===== config.mk =====
export PLATFORM = sky130hd
export DESIGN_NAME = wb_regfile_dump
export DESIGN_NICKNAME = d
export VERILOG_FILES = /design/src/rtl/wb_regfile_dump.sv
export SDC_FILE = /design/constraint.sdc
export NUM_CORES = 2
export LEC_CHECK = 0
export ABC_CLOCK_PERIOD_IN_PS = 2700
export CORE_ASPECT_RATIO = 2
export CORE_MARGIN = 3
export CORE_UTILIZATION = 30
export DETAILED_ROUTE_END_ITERATION = 12
export SLEW_MARGIN = 20
export SYNTH_ARGS = -nofsm -noshare
export SYNTH_HDL_FRONTEND = slang
export SYNTH_SLANG_ARGS = --single-unit

===== constraint.sdc =====
create_clock -name i_clk -period 2.7 [get_ports i_clk]
set_input_delay 0.405 -clock i_clk [delete_from_list [all_inputs] [get_ports i_clk]]
set_output_delay 0.405 -clock i_clk [all_outputs]
set_load 0.01 [all_outputs]

===== src/rtl/wb_regfile_dump.sv =====
// Architectural register file at the MEM/WB consumer end.
// Holds the memtoreg write mux, two bypassed ID read ports and a
// valid/ready dump engine that streams every register to the debug unit.

// One architectural register; the top instantiates one per non-zero index.
module wb_regfile_dump_cell #(
  parameter int NBITS = 32
) (
  input  logic             i_clk,
  input  logic             i_rst,
  input  logic             i_we,
  input  logic [NBITS-1:0] i_d,
  output logic [NBITS-1:0] o_q
);

  logic [NBITS-1:0] r_q;

  // Register storage, cleared by the asynchronous reset.
  always_ff @(posedge i_clk or negedge i_rst) begin
    if (!i_rst)    r_q <= '0;
    else if (i_we) r_q <= i_d;
  end

  assign o_q = r_q;

endmodule

module wb_regfile_dump #(
  parameter int NBITS = 32,
  parameter int RBITS = 5
) (
  input  logic             i_clk,
  input  logic             i_rst,
  input  logic [NBITS-1:0] WB_result,
  input  logic [NBITS-1:0] WB_data,
  input  logic [RBITS-1:0] WB_rd,
  input  logic             WB_memtoreg,
  input  logic             WB_regwrite,
  input  logic [RBITS-1:0] ID_rs,
  input  logic [RBITS-1:0] ID_rt,
  output logic [NBITS-1:0] ID_rs_data,
  output logic [NBITS-1:0] ID_rt_data,
  input  logic             i_dump_start,
  input  logic             i_dump_ready,
  output logic             o_dump_valid,
  output logic [RBITS-1:0] o_dump_addr,
  output logic [NBITS-1:0] o_dump_data,
  output logic             o_dump_busy,
  output logic             o_dump_done
);

  localparam int NREG = 2**RBITS;
  localparam logic [RBITS-1:0] LAST_IDX = RBITS'(NREG-1);

  typedef enum logic [1:0] {S_IDLE, S_SEND, S_DONE} state_t;

  logic [NREG-1:0][NBITS-1:0] w_regs;
  logic [NBITS-1:0]           w_wdata;
  logic                       w_wen;
  logic [RBITS-1:0]           w_next_idx;
  logic [NBITS-1:0]           w_next_data;

  state_t           r_state;
  logic             r_valid;
  logic [RBITS-1:0] r_addr;
  logic [NBITS-1:0] r_data;
  logic             r_busy;
  logic             r_done;

  // Bypassed read: r0 is zero, a write in flight to the same index wins,
  // otherwise the stored value.
  function automatic logic [NBITS-1:0] f_read(
    input logic [RBITS-1:0]           a,
    input logic [NREG-1:0][NBITS-1:0] regs,
    input logic                       we,
    input logic [RBITS-1:0]           rd,
    input logic [NBITS-1:0]           wd
  );
    if (a == '0)            return '0;
    else if (we && rd == a) return wd;
    else                    return regs[a];
  endfunction

  assign w_wdata = WB_memtoreg ? WB_data : WB_result;
  assign w_wen   = WB_regwrite && (WB_rd != '0);

  // r0 is hardwired; there is no storage behind it.
  assign w_regs[0] = '0;

  genvar g;
  generate
    for (g = 1; g < NREG; g++) begin : g_reg
      wb_regfile_dump_cell #(.NBITS(NBITS)) u_cell (
        .i_clk (i_clk),
        .i_rst (i_rst),
        .i_we  (w_wen && (WB_rd == RBITS'(g))),
        .i_d   (w_wdata),
        .o_q   (w_regs[g])
      );
    end
  endgenerate

  assign ID_rs_data = f_read(ID_rs, w_regs, WB_regwrite, WB_rd, w_wdata);
  assign ID_rt_data = f_read(ID_rt, w_regs, WB_regwrite, WB_rd, w_wdata);

  // Next dump word is sampled with the same bypass rule so a write landing
  // on the edge that loads it is not lost.
  assign w_next_idx  = r_addr + 1'b1;
  assign w_next_data = f_read(w_next_idx, w_regs, WB_regwrite, WB_rd, w_wdata);

  // Dump engine: registered outputs, no bubbles between accepted words,
  // the held word is a snapshot and ignores later writes to its register.
  always_ff @(posedge i_clk or negedge i_rst) begin
    if (!i_rst) begin
      r_state <= S_IDLE;
      r_valid <= 1'b0;
      r_addr  <= '0;
      r_data  <= '0;
      r_busy  <= 1'b0;
      r_done  <= 1'b0;
    end else begin
      case (r_state)
        S_IDLE: begin
          r_done <= 1'b0;
          if (i_dump_start) begin
            r_state <= S_SEND;
            r_valid <= 1'b1;
            r_addr  <= '0;
            r_data  <= '0;
            r_busy  <= 1'b1;
          end
        end
        S_SEND: begin
          if (r_valid && i_dump_ready) begin
            if (r_addr == LAST_IDX) begin
              r_state <= S_DONE;
              r_valid <= 1'b0;
              r_busy  <= 1'b0;
              r_done  <= 1'b1;
            end else begin
              r_addr <= w_next_idx;
              r_data <= w_next_data;
            end
          end
        end
        S_DONE: begin
          r_state <= S_IDLE;
          r_done  <= 1'b0;
        end
        default: begin
          r_state <= S_IDLE;
          r_valid <= 1'b0;
          r_busy  <= 1'b0;
          r_done  <= 1'b0;
        end
      endcase
    end
  end

  assign o_dump_valid = r_valid;
  assign o_dump_addr  = r_addr;
  assign o_dump_data  = r_data;
  assign o_dump_busy  = r_busy;
  assign o_dump_done  = r_done;

endmodule


==> flow_summary_export.csv <==
group,metric,value,unit
run_status,status,"finished with violations",
run_status,violations,"setup timing",
sta,slew_violations,0,
cells_and_area,drive_above_1_share,40.7,%
clocking,clkSlewWorstSetupHoldPaths,80,ps
clocking,cts_tree,"built",
cells_and_area,fin_cells,9832,
yosys,yosys.cell_types.count,53,
sta,setup_ws,-1010,ps
die,row_count,235,
critical_path,cp.required,2300,ps
sta,tns,-37240,ps
detailed_routing,wl_per_cell,31.8,µm
global_route,grt_max_degree,102,
global_route,first_global_vias,60810,
yosys,synth_nets,5932,
sta,setup_violations,96,
placement,portBuffers,188,
critical_path,worstSetupEndpointType,"output port",
global_route,antenna_found_initial,8,
yosys,yosys_warnings,0,
placement,gp_congestion,0.976,
placement,dpl.cell_count,9477,
detailed_routing,finalWirelength,312,mm
cells_and_area,syn2layout_area_growth,39.2,%
sta,max_slew.worst_pin.slew,812,ps
yosys,async_reset_ff_share,100,%
clocking,numCtsBuffers,100,
flow_run,drv_cap,0,
critical_path,crit_arrival,3310,ps
die,die_w,327,µm
cells_and_area,nFillCells,19237,
die,io_pins,189,
yosys,synth-edff-count,0,
yosys,synth.most_common_cell,"dfrtp_1",
detailed_routing,viasPerCell,6.04,
sta,skew,36.9,ps
clocking,numClockSinks,1033,
yosys,synth_area_leader_cell,"dfrtp_1",
critical_path,cp_top_family,"multiplexers",
global_route,grt_overflow,0,
yosys,yosys.area.top_type_share,41.8,%
die,die_h,648,µm
worst_hold_path,hold_class,"input port to async pin",
yosys,ys.flop_type,"dfrtp_1",
pwr,p_leak,36.2,nW
critical_path,path_class,"flop to output port",
pwr,power.total,81.5,mW
global_route,grt_pass1_wl,443,mm
sta,hold_violations,0,
clocking,h-tree-depth,3,
die,initial_core_util,30.2,%
pwr,pwr_density_cell,947,nW/µm²
critical_path,cp-start-kind,"flop",
detailed_routing,via_count,59414,
critical_path,slowest_delay,680,ps
die,dieArea,212000,µm²
detailed_routing,drt_pass1_iterations,6,
die,core,205000,µm²
sta,fin_hold_ws,182,ps
placement,dp_hpwl,204,mm
sta,slew_headroom,45.7,%
critical_path,critPathBufInv,2,
cells_and_area,nets,7107,
critical_path,crit_top_cell,"mux4_2",
sta,fin_crit,3710,ps
clocking,clock_path_buffers,3,
critical_path,slowest_stage,"o211ai_1",
detailed_routing,drt_iter0_drc,6873,
pwr,peakVddDrop,0.697,mV
yosys,synth_commonest_cells,"1033 x dfrtp_1, 861 x nand2_1, 641 x mux4_2",
sta,finalCritPeriodShare,138,%
clocking,clk_latency,750,ps
detailed_routing,drc,0,
global_route,grt_util_all_layers,29.0,%
clocking,root_buffer,"clkbuf_16",
critical_path,worstPathCellList,"buf_6, mux4_2, mux4_2, o211ai_1, o21ai_1, buf_2",
sta,rsz0062_at_grt,"yes",
yosys,synth-seq-cells,1033,
detailed_routing,drtAntennaViolNets,0,
yosys,avgSynthCellArea,10.6,µm²
yosys,netlist_area,61800,µm²
yosys,synth.area.top_cells,"dfrtp_1 42%, mux4_2 23%, nand2_1 5.2%",
sta,clock.fmax,269,MHz
yosys,ys_seq_area_share,41.8,%
critical_path,cp_max_fo,2,
yosys,syn_inst,5844,
[cells in the final DEF (no fill, tap or decap), drive strengths merged, types with 14 or more instances in the layout]
| master | instances |
|---|---|
| nor2b | 41 |
| a211oi | 80 |
| nor3 | 14 |
| a31oi | 34 |
| nand3 | 98 |
| a22oi | 40 |
| a2111oi | 23 |
| mux4 | 641 |
| o211ai | 44 |
| clkdlybuf4s50 | 109 |
| nand4 | 66 |
| mux2 | 104 |
| clkinv | 25 |
| buf | 1583 |
| mux2i | 146 |
| a221oi | 28 |
| o22ai | 54 |
| a21oi | 607 |
| nand2 | 861 |
| o21ai | 520 |
| a32o | 31 |
| clkbuf | 146 |
| dfrtp | 1033 |
| a22o | 37 |
| nor2 | 606 |
[layer usage]
metal | up-vias | global-route usage, % | share of wire [%]
met5 | - | 0.458 | 0.050
met4 | 6 | 26.1 | 11
met3 | 1475 | 7.57 | 11
met2 | 4203 | 45.3 | 45
met1 | 29684 | 32.5 | 33
li1 | 24046 | - | -
[area by class of cell]
class	instances	area, µm²	area share [%]
repair buffers	1712	17200	19.9
clock buffers	141	2860	3.32
multi-input cells	4167	36200	42.1
well taps	2725	3410	3.96
inverters	5	18.8	0.0218
flip-flops and latches	1033	25900	30.0
clock inverters	43	509	0.592
diodes	6	15.0	0.0174
[worst paths after layout]
kind	start	endpoint	cells after the start	slack (ps)
max in group asynchronous	i_rst	g_reg[12].u_cell.o_q[3]$_DFFE_PN0P_	3	1340
worst max-delay path	g_reg[23].u_cell.o_q[6]$_DFFE_PN0P_	ID_rs_data[6]	6	-1010
min in group i_clk	i_dump_ready	o_dump_busy$_DFFE_PN0P_	4	400
worst min register to register	r_state[1]$_DFFE_PN0P_	r_state[0]$_DFFE_PN0P_	1	460
worst min-delay path	i_rst	g_reg[9].u_cell.o_q[23]$_DFFE_PN0P_	2	180
worst max register to register	o_dump_addr[0]$_DFFE_PN0P_	o_dump_data[2]$_DFFE_PN0P_	10	-350
[flip-flops by register name (all words and copies together) (netlist names)]
name          flops
g.u_cell.o_q    992
o_dump_addr       5
o_dump_busy       1
o_dump_data      32
o_dump_done       1
r_state           2
[where the power goes]
group          switching (mW)  internal, mW
sequential               2.99          19.0
clock                    6.83          8.26
combinational            22.0          22.4
[worst reg2reg max path, stage by stage (launching register included)]
cell and delay, ps:
dfrtp_4 500, ha_4 390, buf_6 140, buf_12 160
buf_12 140, mux4_2 490, mux2_4 280, a22oi_2 160
buf_4 150, nand4_1 210, a32o_1 310
[stage by stage]
step	setup slack (ps)	utilization, %	cell area [µm²]
2_1_floorplan	111	-	61800
3_3_place_gp	-1300	37.7	77400
3_5_place_dp	-1380	37.7	77400
4_1_cts	-1030	41.3	84700
5_1_grt	-1080	42.0	86000
6_report	-1010	42.0	86100
[timing repair]
action / CTS / global route
pin swaps: 193 / 125
hold buffers: 1 / 0
gates cloned: 24 / 5
resized for setup: 842 / 185
endpoints found under the hold margin: 22 / 0
buffers inserted: 138 / 62
endpoints found under the setup margin: 96 / 96
[kinds of logic after synthesis]
logic type / Yosys count / share of synthesized area, %
flops: 1033 / 41.8
xor+xnor: 18 / 0.267
mux: 891 / 27.6
fa+ha+maj: 3 / 0.0607
simple gates: 1736 / 11.5
buf+inv: 644 / 4.71
compound gates: 1519 / 14.1
No activity file was read; power rests on OpenSTA's default activity.
